--- src/rtl/spectrum_bank_if.sv ---
// Magnitude stream from the FFT into the spectrum bank controller.
// Carries valid/ready, bin magnitude and end-of-frame marker.
interface spectrum_bank_if #(
    parameter int MAG_W = 16
);
    logic             s_valid;
    logic             s_ready;
    logic [MAG_W-1:0] s_mag;
    logic             s_last;

    modport master (output s_valid, s_mag, s_last, input s_ready);
    modport slave  (input s_valid, s_mag, s_last, output s_ready);
endinterface

--- src/rtl/spectrum_bank_ctrl.sv ---
// Ping-pong bank controller for the spectrum magnitude RAM; swaps banks only at vblank start.
// Optional feature: define SPEC_ERR_CNT_EN to add the saturating err_cnt output.
module spectrum_bank_ctrl #(
    parameter int  NPOINT   = 1024,
    parameter int  MAG_W    = 16,
    parameter int  V_ACTIVE = 720,
    localparam int AW       = $clog2(NPOINT / 2)
) (
    input  logic              pix_clk,
    input  logic              rst,
    spectrum_bank_if.slave    s,
    input  logic [11:0]       y,
    input  logic [AW-1:0]     rd_addr,
    output logic [AW:0]       ram_addr_b,
    output logic              ram_we_a,
    output logic [AW:0]       ram_addr_a,
    output logic [MAG_W-1:0]  ram_din_a,
    output logic              front_bank,
    output logic              frame_pending,
    output logic              err_len
`ifdef SPEC_ERR_CNT_EN
    ,
    output logic [15:0]       err_cnt
`endif
);

    localparam int BIN_COUNT = NPOINT / 2;

    typedef enum logic [1:0] {FILL, HOLD, DRAIN} state_t;

    state_t        state_p0, state_nxt;
    logic [AW-1:0] wr_cnt_p0, wr_cnt_nxt;
    logic          blank_p0;
    logic          in_blank, vbs, accept, bin_end;
    logic          we_nxt, err_nxt, pend_set, swap;

    function automatic logic [15:0] sat_inc16(input logic [15:0] v);
        return (v == 16'hFFFF) ? v : v + 16'd1;
    endfunction

    // Ready is forced low while reset is held, not just after it.
    assign s.s_ready  = !rst && (state_p0 != HOLD);
    assign ram_addr_b = {front_bank, rd_addr};
    assign in_blank   = (y >= 12'(V_ACTIVE));
    assign vbs        = in_blank && !blank_p0;
    assign accept     = s.s_valid && s.s_ready;
    assign bin_end    = (wr_cnt_p0 == AW'(BIN_COUNT - 1));

    always_comb begin
        state_nxt  = state_p0;
        wr_cnt_nxt = wr_cnt_p0;
        we_nxt     = 1'b0;
        err_nxt    = 1'b0;
        pend_set   = 1'b0;
        swap       = 1'b0;
        case (state_p0)
            FILL: begin
                if (accept) begin
                    we_nxt = 1'b1;
                    if (s.s_last && bin_end) begin
                        state_nxt  = HOLD;
                        wr_cnt_nxt = '0;
                        pend_set   = 1'b1;
                    end else if (s.s_last) begin
                        err_nxt    = 1'b1;
                        wr_cnt_nxt = '0;
                    end else if (bin_end) begin
                        // Overlong frame: keep the full bank's worth, drop the tail.
                        err_nxt    = 1'b1;
                        wr_cnt_nxt = '0;
                        state_nxt  = DRAIN;
                    end else begin
                        wr_cnt_nxt = wr_cnt_p0 + AW'(1);
                    end
                end
            end
            DRAIN: begin
                if (accept && s.s_last) state_nxt = FILL;
            end
            HOLD: begin
                if (vbs) begin
                    swap      = 1'b1;
                    state_nxt = FILL;
                end
            end
            default: state_nxt = FILL;
        endcase
    end

    // p0: control state, bank select and registered RAM write port
    always_ff @(posedge pix_clk or posedge rst) begin
        if (rst) begin
            state_p0      <= FILL;
            wr_cnt_p0     <= '0;
            blank_p0      <= 1'b1;
            front_bank    <= 1'b0;
            frame_pending <= 1'b0;
            ram_we_a      <= 1'b0;
            ram_addr_a    <= '0;
            ram_din_a     <= '0;
            err_len       <= 1'b0;
        end else begin
            state_p0  <= state_nxt;
            wr_cnt_p0 <= wr_cnt_nxt;
            blank_p0  <= in_blank;
            if (swap) begin
                front_bank    <= ~front_bank;
                frame_pending <= 1'b0;
            end else if (pend_set) begin
                frame_pending <= 1'b1;
            end
            ram_we_a <= we_nxt;
            if (we_nxt) begin
                ram_addr_a <= {~front_bank, wr_cnt_p0};
                ram_din_a  <= s.s_mag;
            end
            err_len <= err_nxt;
        end
    end

`ifdef SPEC_ERR_CNT_EN
    always_ff @(posedge pix_clk or posedge rst) begin
        if (rst)          err_cnt <= 16'd0;
        else if (err_nxt) err_cnt <= sat_inc16(err_cnt);
    end
`endif

endmodule

--- src/flat_wrapper.sv ---
// flat-port wrapper written by rule: the top's interface ports become plain ports
module spectrum_bank_ctrl_flat 
#(
    parameter int  NPOINT   = 1024,
    parameter int  MAG_W    = 16,
    parameter int  V_ACTIVE = 720,
    localparam int AW       = $clog2(NPOINT / 2)
)
  (pix_clk, rst, y, rd_addr, ram_addr_b, ram_we_a, ram_addr_a, ram_din_a, front_bank, frame_pending, err_len, s_s_valid, s_s_mag, s_s_last, s_s_ready);
  spectrum_bank_if #(.MAG_W(MAG_W)) s_i ();
  input  logic pix_clk;
  input  logic rst;
  input  logic [11:0] y;
  input  logic [AW-1:0] rd_addr;
  output logic [AW:0] ram_addr_b;
  output logic ram_we_a;
  output logic [AW:0] ram_addr_a;
  output logic [MAG_W-1:0] ram_din_a;
  output logic front_bank;
  output logic frame_pending;
  output logic err_len;
  input wire logic [$bits(s_i.s_valid)-1:0] s_s_valid;
  input wire logic [$bits(s_i.s_mag)-1:0] s_s_mag;
  input wire logic [$bits(s_i.s_last)-1:0] s_s_last;
  output wire logic [$bits(s_i.s_ready)-1:0] s_s_ready;
  assign s_i.s_valid = s_s_valid;
  assign s_i.s_mag = s_s_mag;
  assign s_i.s_last = s_s_last;
  assign s_s_ready = s_i.s_ready;
  spectrum_bank_ctrl #(.NPOINT(NPOINT), .MAG_W(MAG_W), .V_ACTIVE(V_ACTIVE)) u_core (.pix_clk(pix_clk), .rst(rst), .s(s_i), .y(y), .rd_addr(rd_addr), .ram_addr_b(ram_addr_b), .ram_we_a(ram_we_a), .ram_addr_a(ram_addr_a), .ram_din_a(ram_din_a), .front_bank(front_bank), .frame_pending(frame_pending), .err_len(err_len));
endmodule
--- config.mk ---
export PLATFORM = sky130hd
export DESIGN_NAME = spectrum_bank_ctrl_flat
export DESIGN_NICKNAME = d
export VERILOG_FILES = /design/src/rtl/spectrum_bank_if.sv /design/src/rtl/spectrum_bank_ctrl.sv /design/src/flat_wrapper.sv
export SDC_FILE = /design/constraint.sdc
export NUM_CORES = 1
export LEC_CHECK = 0
export BUFFER_PORTS_ARGS = -buffer_cell sky130_fd_sc_hd__buf_4
export CAP_MARGIN = 20
export CORE_ASPECT_RATIO = 0.6
export CORE_UTILIZATION = 46
export CTS_CLUSTER_DIAMETER = 200
export DETAILED_ROUTE_END_ITERATION = 7
export GPL_ROUTABILITY_DRIVEN = 0
export PLACE_DENSITY = 0.78
export SKIP_CTS_REPAIR_TIMING = 1
export SYNTH_ARGS = -nofsm -noshare
export SYNTH_HDL_FRONTEND = slang
export SYNTH_SLANG_ARGS = --single-unit
export TNS_END_PERCENT = 1
--- constraint.sdc ---
create_clock -name pix_clk -period 2.7 [get_ports pix_clk]
set_input_delay 0.135 -clock pix_clk [delete_from_list [all_inputs] [get_ports pix_clk]]
set_output_delay 0.135 -clock pix_clk [all_outputs]
set_load 0.02 [all_outputs]
==> summary.md, run 1 <==
| Metric | Value |
|---|---|
| Status | completed |
| FP Rows | 17 |
| Worst hold-check path type | input pin to flip-flop |
| Full die area | 4240 sq um |
| CTS root buf | clkbuf_8 |
| Cell count along the critical path | 10 |
| Synth area leader | dfrtp_1 |
| Largest stage delay, worst path | 420 ps |
| Wire length per cell | 12.1 microns |
| Via density per instance | 5.01 |
| Worst EP arrival | 2660 ps |
| Layout cells sized above 1 | 29.6% |
| Starting DRT DRC Count | 59 |
| Post-synthesis cell type count | 32 |
| Ranking of synthesized cells by area | dfrtp_1 (56%), nand2_1 (18%), buf_4 (4.1%), o21ai_0 (2.2%), ha_1 (2.1%) |
| Vias | around 1500 |
| Nets | roughly 300 |
| Worst Skew | 7.52 ps |
| Post-synth EDFFs | 0 |
| Dpl ws | 183 ps |
| Seq pwr share | roughly half |
| YS warnings | 0 |
| Gate count of the mapped netlist | approximately 200 |
| Hold path depth | 3 |
| Die Y | 50.8 microns |
| CP max-delay cell | dfrtp_1 |
| Vias in the first global route | ~1400 |
| Total CTS buffers | 5 |
| Worst Path Max Fanout | 5 |
| Area delta synth->final | 27.8% |
| Final setup viols | 0 |
| Synth top area share | 56.1% |
| Mapped Nets | 245 |
| CTS Sinks | 42 |
| CP Capture Type | flip-flop |
| Ports | between 80 and 90 |
| CP startpoint kind | flip-flop |
| # DRC | 0 |
| Die X | 83.4 microns |
| Finished Layout Cells | 300 |
| Post-synthesis area per instance | 9.10 sq um |
| Post-Route WL | 3640 microns |
| Ys async rst share | 100% |
| Final hold vios | 0 |
| Seq cells post-synth | 42 |
| Routed Antenna Nets | 0 |
| Worst-Margin Slew | 831 ps |
| Overflow after GRT | 0 |
| Max Slew Vio Count | 0 |
| Clock buffer depth | 2 |
| Worst Path Buf+Inv | 0 |
| Peak Freq | roughly 410 MHz |
| Post-synthesis cell area | around 1800 sq um |
| Initial Utilization | 48.9% |
| GRT Resource Usage Total | between 10% and 20% |
| Final Cycle Share | 89.7% |
| Top Family by Delay on Critical Path | simple AND/OR/NAND/NOR gates |
| First-pass DRT Iterations | 4 |
| Logic pwr share | 22.7% |
| CTS HTree Levels | 2 |
| Met1 WL | 1710 microns |
| Diodes inserted | 0 |
| Final setup margin | 278 ps |
| Met2 WL | 1580 microns |
| Switching share of total power | 30.2% |
| Clock latency on the worst-skew pair | 300 ps |
| Largest net degree at the start of global routing | 43 |
| Slew HR | 44.5% |
| Core footprint | 3740 sq um |
| Top cells by count, synth | nand2_1 (86), dfrtp_1 (41), buf_4 (10), o21ai_0 (8), nand3_1 (6) |
| Placed insts | 292 |
| Critical path, cell by cell | ha_1, and3_1, nand3_1, nor2_1, ha_1, ha_1, nor3_2, nand2_2, or3_1, nand3_1 |
| Power Density | 651 nW/um^2 |
| CTS tree | built |
| Pint | 0.00106 W |
| Share of power burned in the clock network | 27.7% |
| Top cell by count, worst path | ha_1 |
| Kind of critical path | flip-flop to flip-flop |
| Highest routed metal layer | met4 |
| P_leak | 1.25 nW |
| First-pass GRT wire length | ~6300 microns |
| Max-cap violations | 0 |
| Initial antenna violation count | 0 |
| Count leader, synth | nand2_1 |
| Primary FF master, synth | dfrtp_1 |
| Worst reg-to-reg path cell count | 10 |
| Filler cells | between 300 and 400 |
| RSZ-0062 raised after global routing | no |
| Register area share after synthesis | a little under three fifths |
| Setup TNS | 0 ps |
| HPWL after DPL | 2540 microns |
| Worst Path Required | just under 3000 ps |
| Min Hold Slack | slightly below 20 ps |
| Clk slew on worst S/H paths | ~80 ps |
| Final Critical Period | 2420 ps |
| Sw Pwr | approximately 0.00046 W |
| Met3 wire len | 289 microns |
| Worst IR Drop VDD | between 400 and 500 uV |
| Port Buffer Count | 59 |
[cells in the final DEF (no fill, tap or decap), drive strengths merged]
cell type	Yosys	layout
nand2	87	87
buf	15	61
dfrtp	41	41
o21ai	10	10
nand3	6	6
clkbuf	2	6
nor2	5	5
inv	5	5
ha	3	3
nor3	3	3
or3	2	2
a22o	2	2
and2	2	2
and3	2	2
a31oi	2	2
a211oi	2	2
or4b	1	1
o311ai	1	1
a21oi	1	1
o31ai	1	1
nand4	1	1
o211ai	1	1
o32ai	1	1
nand2b	1	1
a211o	1	1
xnor2	1	1
nor2b	1	1
clkinvlp	0	1
clkinv	0	1
dfstp	1	1
[sequential cells by signal (all words and copies together) (netlist names)]
name                  cells
u_core.frame_pending      1
u_core.state_p0           2
u_core.front_bank         1
u_core.ram_din_a         16
u_core.err_len            1
u_core.blank_p0           1
u_core.ram_we_a           1
u_core.ram_addr_a        10
u_core.wr_cnt_p0          9
[stage by stage]
step	util (%)	cell area [sq um]	total power (W)
2_1_floorplan	-	1830	0.000974
3_3_place_gp	59.8	2240	0.00111
3_5_place_dp	59.8	2240	0.00112
4_1_cts	62.3	2330	0.00154
5_1_grt	62.5	2340	0.00161
6_report	62.5	2340	0.00152
[final cells by class]
class                      count  area, sq um  share of cell area, %
clock inverter                 2         12.5                  0.535
clock buffer                   6         82.6                   3.53
multi-input combinational    137          656                   28.0
timing repair buffer          61          458                   19.6
inverter                       5         18.8                  0.803
sequential                    42         1050                   45.0
tap                           47         58.8                   2.51
[routing by layer]
layer	GRT usage, %	up-vias
met1	24.5	692
met4	7.63	0
met3	6.30	5
li1	-	745
met5	0	-
met2	31.8	61
[worst min-delay path, delay by kind of cell]
kind	cells	cell delay, ps
buffers and inverters	1	70
AND/OR/NAND/NOR	2	80
[logic make-up (layout without fill, tap and decap cells)]
kind of cell / after synthesis / count (layout) / share of synthesized area (%)
XOR/XNOR: 1 / 1 / 0.479
flip-flops: 42 / 42 / 57.5
AO/OA/AOI/OAI: 22 / 22 / 7.73
buffers and inverters: 22 / 74 / 6.91
AND/OR/NAND/NOR: 111 / 111 / 25.3
adder cells (fa/ha/maj): 3 / 3 / 2.05
[final timing paths]
check,start,endpoint,slack (ps)
hold reg to reg,u_core.state_p0[0]$_DFFE_PP0P_,u_core.state_p0[1]$_DFFE_PP0P_,460
setup reg to reg,u_core.wr_cnt_p0[0]$_DFFE_PP0P_,u_core.wr_cnt_p0[7]$_DFFE_PP0P_,280
min in group asynchronous,rst,u_core.wr_cnt_p0[6]$_DFFE_PP0P_,30
hold / removal,s_s_mag[4],u_core.ram_din_a[4]$_DFFE_PP0P_,20
max in group asynchronous,rst,u_core.ram_addr_a[9]$_DFFE_PP0P_,2150
setup / recovery,u_core.wr_cnt_p0[0]$_DFFE_PP0P_,u_core.wr_cnt_p0[7]$_DFFE_PP0P_,280
[power groups by stage]
| stage | Combinational [W] | Clock (W) | Sequential [W] |
|---|---|---|---|
| 3_3_place_gp | 0.000344 | 0 | 0.000765 |
| 4_1_cts | 0.000351 | 0.000432 | 0.000757 |
| 5_1_grt | 0.000381 | 0.000463 | 0.000768 |
| 2_1_floorplan | 0.000132 | 0 | 0.000841 |
| 3_5_place_dp | 0.000351 | 0 | 0.000768 |
| 6_report | 0.000345 | 0.000421 | 0.000756 |
Power figures use the tool's default switching activity.
==> run 2, diff against run 1 <==
--- a/config.mk
+++ b/config.mk
@@ -8,11 +8,11 @@
 export BUFFER_PORTS_ARGS = -buffer_cell sky130_fd_sc_hd__buf_4
 export CAP_MARGIN = 20
 export CORE_ASPECT_RATIO = 0.6
-export CORE_UTILIZATION = 46
+export CORE_UTILIZATION = 50
 export CTS_CLUSTER_DIAMETER = 200
 export DETAILED_ROUTE_END_ITERATION = 7
 export GPL_ROUTABILITY_DRIVEN = 0
-export PLACE_DENSITY = 0.78
+export PLACE_DENSITY = 0.84
 export SKIP_CTS_REPAIR_TIMING = 1
 export SYNTH_ARGS = -nofsm -noshare
 export SYNTH_HDL_FRONTEND = slang
==> constraint.sdc (replaced) <==
create_clock -name pix_clk -period 3 [get_ports pix_clk]
set_input_delay 0.15 -clock pix_clk [delete_from_list [all_inputs] [get_ports pix_clk]]
set_output_delay 0.15 -clock pix_clk [all_outputs]
set_load 0.02 [all_outputs]
==> summary.md, run 2 (synthesis results as in run 1) <==
| Metric | Value |
|---|---|
| Status | completed |
| Die X | 80.1 microns (-4.0%) |
| Peak Freq | 390 MHz (-5.5%) |
| Ports | 82 (unchanged) |
| Final Critical Period | 2560 ps (+142 ps) |
| CP startpoint kind | flip-flop |
| FP Rows | 16 (-1) |
| Via density per instance | 5.07 (+1.2%) |
| CTS root buf | clkbuf_8 |
| Slew HR | 58.8% (+14 points) |
| Worst Setup EP | u_core.wr_cnt_p0[7]$_DFFE_PP0P_ |
| CP max-delay cell | dfrtp_1 |
| Max reg flops | 16 (unchanged) |
| Port Buffer Count | 59 (unchanged) |
| Worst Path Required | 3220 ps (+280 ps) |
| Post-Route WL | 3610 microns (-0.96%) |
| CP Capture Type | flip-flop |
| Vias | 1516 (+0.86%) |
| Worst EP arrival | 2790 ps (+130 ps) |
| Layout cells sized above 1 | 28.3% (-1.3 points) |
| Starting DRT DRC Count | 60 (+1.7%) |
| Area taken by multi-input logic gates | 651 sq um (-0.76%) |
| RSZ-0062 raised after global routing | no |
| Core footprint | 3360 sq um (-10%) |
| Reg with most FFs | u_core.ram_din_a |
| Kind of critical path | flip-flop to flip-flop |
| Die Y | 48.9 microns (-3.9%) |
| Full die area | 3910 sq um (-7.8%) |
| Initial Utilization | 54.4% (+5.5 points) |
| Total CTS buffers | 5 (unchanged) |
| Power Density | 605 nW/um^2 (-7.0%) |
| Worst IR Drop VDD | 402 uV (-1.4%) |
| Largest net degree at the start of global routing | 39 (-9.3%) |
| Clock latency on the worst-skew pair | 290 ps (about the same) |
| Clk slew on worst S/H paths | 80 ps (about the same) |
| Clock buffer depth | 2 (unchanged) |
| Reg area | 1050 sq um (unchanged) |
| GRT Resource Usage Total | 20.6% (+1.1 points) |
| CTS HTree Levels | 2 (unchanged) |
| CP startpoint | u_core.wr_cnt_p0[0]$_DFFE_PP0P_ |
| Worst Skew | 6.82 ps (-0.703 ps) |
| First-pass GRT wire length | 6200 microns (-0.99%) |
| Worst reg-to-reg path cell count | 10 (unchanged) |
| Max-cap violations | 0 (unchanged) |
| Worst-Margin Slew | 615 ps (-217 ps) |
| Overflow after GRT | 0 (unchanged) |
| Largest stage delay, worst path | 420 ps (about the same) |
| Nets | 297 (+0.34%) |
| Routed Antenna Nets | 0 (unchanged) |
| Leading cell type in the layout, fill and taps excluded | nand2_1 |
| CTS tree | built |
| Wire length per cell | 12.1 microns (-0.63%) |
| Final hold vios | 0 (unchanged) |
| Reg2Reg Launch Point | u_core.wr_cnt_p0[0]$_DFFE_PP0P_ |
| Area delta synth->final | 28.8% |
| Most frequent cells in the layout | nand2_1 (86), buf_4 (61), dfrtp_1 (41), o21ai_0 (8), nand3_1 (6) |
| Worst hold-check path type | input pin to flip-flop |
| Reg-to-Reg End | u_core.wr_cnt_p0[7]$_DFFE_PP0P_ |
| CTS Sinks | 42 (unchanged) |
| Final setup margin | 435 ps (+158 ps) |
| Max Slew Vio Count | 0 (unchanged) |
| Filler cells | 292 (-14%) |
| Initial antenna violation count | 0 (unchanged) |
| Top cell by count, worst path | ha_1 |
| Vias in the first global route | 1415 (-1.0%) |
| R2R setup slack | 440 ps (+160 ps) |
| # DRC | 0 (unchanged) |
| Final setup viols | 0 (unchanged) |
| Post-Route Utilization | 70.1% (+7.6 points) |
| Final Cycle Share | 85.5% (-4.2 points) |
| Setup TNS | 0 ps (unchanged) |
| First-pass DRT Iterations | 4 (unchanged) |
| Critical path, cell by cell | ha_1, and3_1, nand3_1, nor2_1, ha_1, ha_1, nor3_1, nand2_2, or3_1, nand3_1 |
| Dpl ws | 495 ps (+312 ps) |
| Biggest regs | u_core.ram_din_a: 16 flops, u_core.ram_addr_a: 10 flops, u_core.wr_cnt_p0: 9 flops |
| HPWL after DPL | 2560 microns (+0.78%) |
| P_leak | 1.25 nW (+0.39%) |
| Worst Path Max Fanout | 5 (unchanged) |
| Diodes inserted | 0 (unchanged) |
| Design Power | 0.00143 W (-6.3%) |
==> run 2: cell types whose count changed in the layout (fill, tap and decap cells not counted), sizes merged <==
cell / delta
bufinv: +1
inv: -1
dlygate4sd3: +1
==> run 2: stage by stage <==
stage | cell area, sq um | hold slack (ps) | instances
2_1_floorplan | 1830 | 240 | 201
3_3_place_gp | 2240 | 208 | 290
3_5_place_dp | 2240 | 210 | 290
4_1_cts | 2350 | -103 | 298
5_1_grt | 2360 | 41.3 | 299
6_report | 2360 | 45.6 | 299
==> run 2: power by group <==
group          switching [W]  internal (W)  total (W)
clock network       0.000185      0.000248   0.000433
registers          0.0000466      0.000635   0.000682
logic               0.000174      0.000137   0.000311
total               0.000405       0.00102    0.00143
==> run 2: layout make-up <==
cell class | count | share of cell area, %
sequential | 42 | 44.7
multi-input combinational | 137 | 27.6
timing repair buffer | 62 | 19.9
clock buffer | 6 | 3.08
tap | 45 | 2.39
clock inverter | 2 | 1.59
inverter | 5 | 0.797
==> run 2: critical path, delay by kind of cell, from the launching register on <==
| family | cells | cell delay (ps) |
|---|---|---|
| DFF | 1 | 420 |
| and+or+nand+nor | 7 | 1400 |
| adders and majority gates | 3 | 700 |
==> run 2: worst min path at each step <==
stage	start	endpoint	slack, ps	cells after the start
after global routing	s_s_mag[2]	u_core.ram_din_a[2]$_DFFE_PP0P_	40	3
after CTS	rst	u_core.ram_din_a[9]$_DFFE_PP0P_	-100	2
after global placement	rst	u_core.ram_din_a[10]$_DFFE_PP0P_	210	2
after floorplan	s_s_last	u_core.state_p0[1]$_DFFE_PP0P_	240	1
after detailed placement	rst	u_core.ram_din_a[10]$_DFFE_PP0P_	210	2
final	s_s_mag[11]	u_core.ram_din_a[11]$_DFFE_PP0P_	50	3
==> run 2: layer usage <==
| layer | share of wire (%) | GRT usage, % |
|---|---|---|
| met1 | 48 | 28.3 |
| met2 | 43 | 32.3 |
| met3 | 8.7 | 6.73 |
| met4 | 0.28 | 3.87 |
| met5 | 0 | 0 |
==> run 3, diff against run 2 <==
==> constraint.sdc (replaced) <==
create_clock -name pix_clk -period 3 [get_ports pix_clk]
set_input_delay 0.6 -clock pix_clk [delete_from_list [all_inputs] [get_ports pix_clk]]
set_output_delay 0.6 -clock pix_clk [all_outputs]
set_load 0.02 [all_outputs]
==> summary.md, run 3 (synthesis results as in run 1) <==
| Metric | Value |
|---|---|
| Reg2Reg Launch Point | u_core.wr_cnt_p0[0]$_DFFE_PP0P_ |
| Vias | 1501 (-0.99%) |
| Diodes inserted | 0 (unchanged) |
| Initial antenna violation count | 0 (unchanged) |
| Max-cap violations | 0 (unchanged) |
| Worst Path Buf+Inv | 0 (unchanged) |
| Largest net degree at the start of global routing | 38 (-2.6%) |
| Slew HR | 43.9% (-15 points) |
| Port Buffer Count | 59 (unchanged) |
| CTS tree | built |
| CP startpoint kind | flip-flop |
| Final Critical Period | 2540 ps (-24.6 ps) |
| Top Family by Delay on Critical Path | simple AND/OR/NAND/NOR gates |
| GRT Resource Usage Total | 22.1% (+1.5 points) |
| Worst Path Max Fanout | 5 (unchanged) |
| Worst EP arrival | 2770 ps (-20 ps) |
| Layout cells sized above 1 | 28.3% (unchanged) |
| Max reg flops | 16 (unchanged) |
| Initial Utilization | 54.4% (unchanged) |
| Ports | 82 (unchanged) |
| FP Rows | 16 (unchanged) |
| Kind of critical path | flip-flop to flip-flop |
| # DRC | 0 (unchanged) |
| Critical path, cell by cell | ha_1, and3_1, nand3_1, nor2_1, ha_1, ha_1, nor3_1, nand2_2, or3_1, nand3_1 |
| Worst reg-to-reg path cell count | 10 (unchanged) |
| Clock latency on the worst-skew pair | 290 ps (about the same) |
| Core footprint | 3360 sq um (unchanged) |
| Area delta synth->final | 28.5% |
| Biggest regs | u_core.ram_din_a: 16 flops, u_core.ram_addr_a: 10 flops, u_core.wr_cnt_p0: 9 flops |
| Worst hold-check path type | input pin to async pin |
| Worst-Margin Slew | 837 ps (+222 ps) |
| Design Power | 0.00142 W (about the same) |
| R2R setup slack | 460 ps (+20 ps) |
| Full die area | 3910 sq um (unchanged) |
| Worst Skew | 5.85 ps (-0.964 ps) |
| Status | completed |
| CP max-delay cell | dfrtp_1 |
| CTS HTree Levels | 2 (unchanged) |
| Reg-to-Reg End | u_core.wr_cnt_p0[7]$_DFFE_PP0P_ |
| Largest stage delay, worst path | 420 ps (about the same) |
| First-pass GRT wire length | 6560 microns (+5.8%) |
| First-pass DRT Iterations | 4 (unchanged) |
| Via density per instance | 5.02 (-0.99%) |
| Peak Freq | 394 MHz (+0.97%) |
| Final hold vios | 0 (unchanged) |
| Overflow after GRT | 0 (unchanged) |
| Worst Path Required | 3230 ps (about the same) |
| CTS Sinks | 42 (unchanged) |
| Nets | 297 (unchanged) |
| Reg with most FFs | u_core.ram_din_a |
| Starting DRT DRC Count | 107 (+78%) |
| Worst IR Drop VDD | 366 uV (-9.0%) |
| Die Y | 48.9 microns (unchanged) |
| Final Cycle Share | 84.7% (-0.82 points) |
| Power Density | 606 nW/um^2 (+0.17%) |
| Clock buffer depth | 2 (unchanged) |
| Wire length per cell | 12.3 microns (+2.1%) |
| Top cell by count, worst path | ha_1 |
| CP Capture Type | flip-flop |
| HPWL after DPL | 2620 microns (+2.5%) |
| Leading cell type in the layout, fill and taps excluded | nand2_1 |
| Most frequent cells in the layout | nand2_1 (86), buf_4 (62), dfrtp_1 (41), o21ai_0 (8), nand3_1 (6) |
| Final setup viols | 0 (unchanged) |
| Vias in the first global route | 1510 (+6.7%) |
| Total CTS buffers | 5 (unchanged) |
| Clk slew on worst S/H paths | 80 ps (about the same) |
| P_leak | 1.26 nW (+0.10%) |
| RSZ-0062 raised after global routing | no |
| Routed Antenna Nets | 0 (unchanged) |
| Max Slew Vio Count | 0 (unchanged) |
| Setup TNS | 0 ps (unchanged) |
| Die X | 80.1 microns (unchanged) |
| Post-Route WL | 3680 microns (+2.1%) |
| CTS root buf | clkbuf_8 |
-- run 3: cell count changes in the layout (fill, tap and decap cells not counted) --
cell / before / now
dlygate4sd3_1: 1 / 0
clkbuf_1: 1 / 2
clkinvlp_4: 1 / 0
buf_4: 61 / 62
-- run 3: worst reg2reg max path, delay by kind of cell, from the launching register on --
family / cells / cell delay (ps)
adder cells (fa/ha/maj): 3 / 690
flip-flops: 1 / 420
AND/OR/NAND/NOR: 7 / 1380
-- run 3: power by group --
part           switching (W)  internal [W]
sequential         0.0000471      0.000635
combinational       0.000175      0.000137
clock               0.000181      0.000249
total               0.000403       0.00102
-- run 3: metrics by stage --
stage	instances	area (sq um)	hold slack, ps	util (%)	setup WS (ps)
after global routing	299	2350	448	69.9	290
after floorplan	201	1830	427	-	747
after CTS	299	2350	422	69.9	455
after global placement	291	2240	447	66.7	530
final	299	2350	395	69.9	460
after detailed placement	291	2240	454	66.7	491
-- run 3: layout make-up --
cell class,instances,area (sq um)
clock buffer,7,76.3
fill,283,1010
sequential,42,1050
clock inverter,1,30.0
timing repair buffer,62,465
tap,45,56.3
inverter,5,18.8
multi-input combinational,137,651
-- run 3: worst max path at each step --
stage                               startpoint                         endpoint  slack [ps]  cells past startpoint
2_1_floorplan  u_core.wr_cnt_p0[0]$_DFFE_PP0P_  u_core.wr_cnt_p0[7]$_DFFE_PP0P_         750                     10
6_report       u_core.wr_cnt_p0[0]$_DFFE_PP0P_  u_core.wr_cnt_p0[7]$_DFFE_PP0P_         460                     10
5_1_grt        u_core.wr_cnt_p0[0]$_DFFE_PP0P_  u_core.wr_cnt_p0[7]$_DFFE_PP0P_         290                     10
3_3_place_gp   u_core.wr_cnt_p0[0]$_DFFE_PP0P_  u_core.wr_cnt_p0[7]$_DFFE_PP0P_         530                     10
3_5_place_dp   u_core.wr_cnt_p0[0]$_DFFE_PP0P_  u_core.wr_cnt_p0[7]$_DFFE_PP0P_         490                     10
4_1_cts        u_core.wr_cnt_p0[0]$_DFFE_PP0P_  u_core.wr_cnt_p0[7]$_DFFE_PP0P_         450                     10
-- run 3: layer usage --
metal  global-route usage, %  vias up  wire length (microns)
li1                        -      747                      -
met1                    30.2      691                   1740
met2                    34.6       61                   1630
met3                    7.29        2                    294
met4                    4.76        0                     12
met5                       0        -                      0
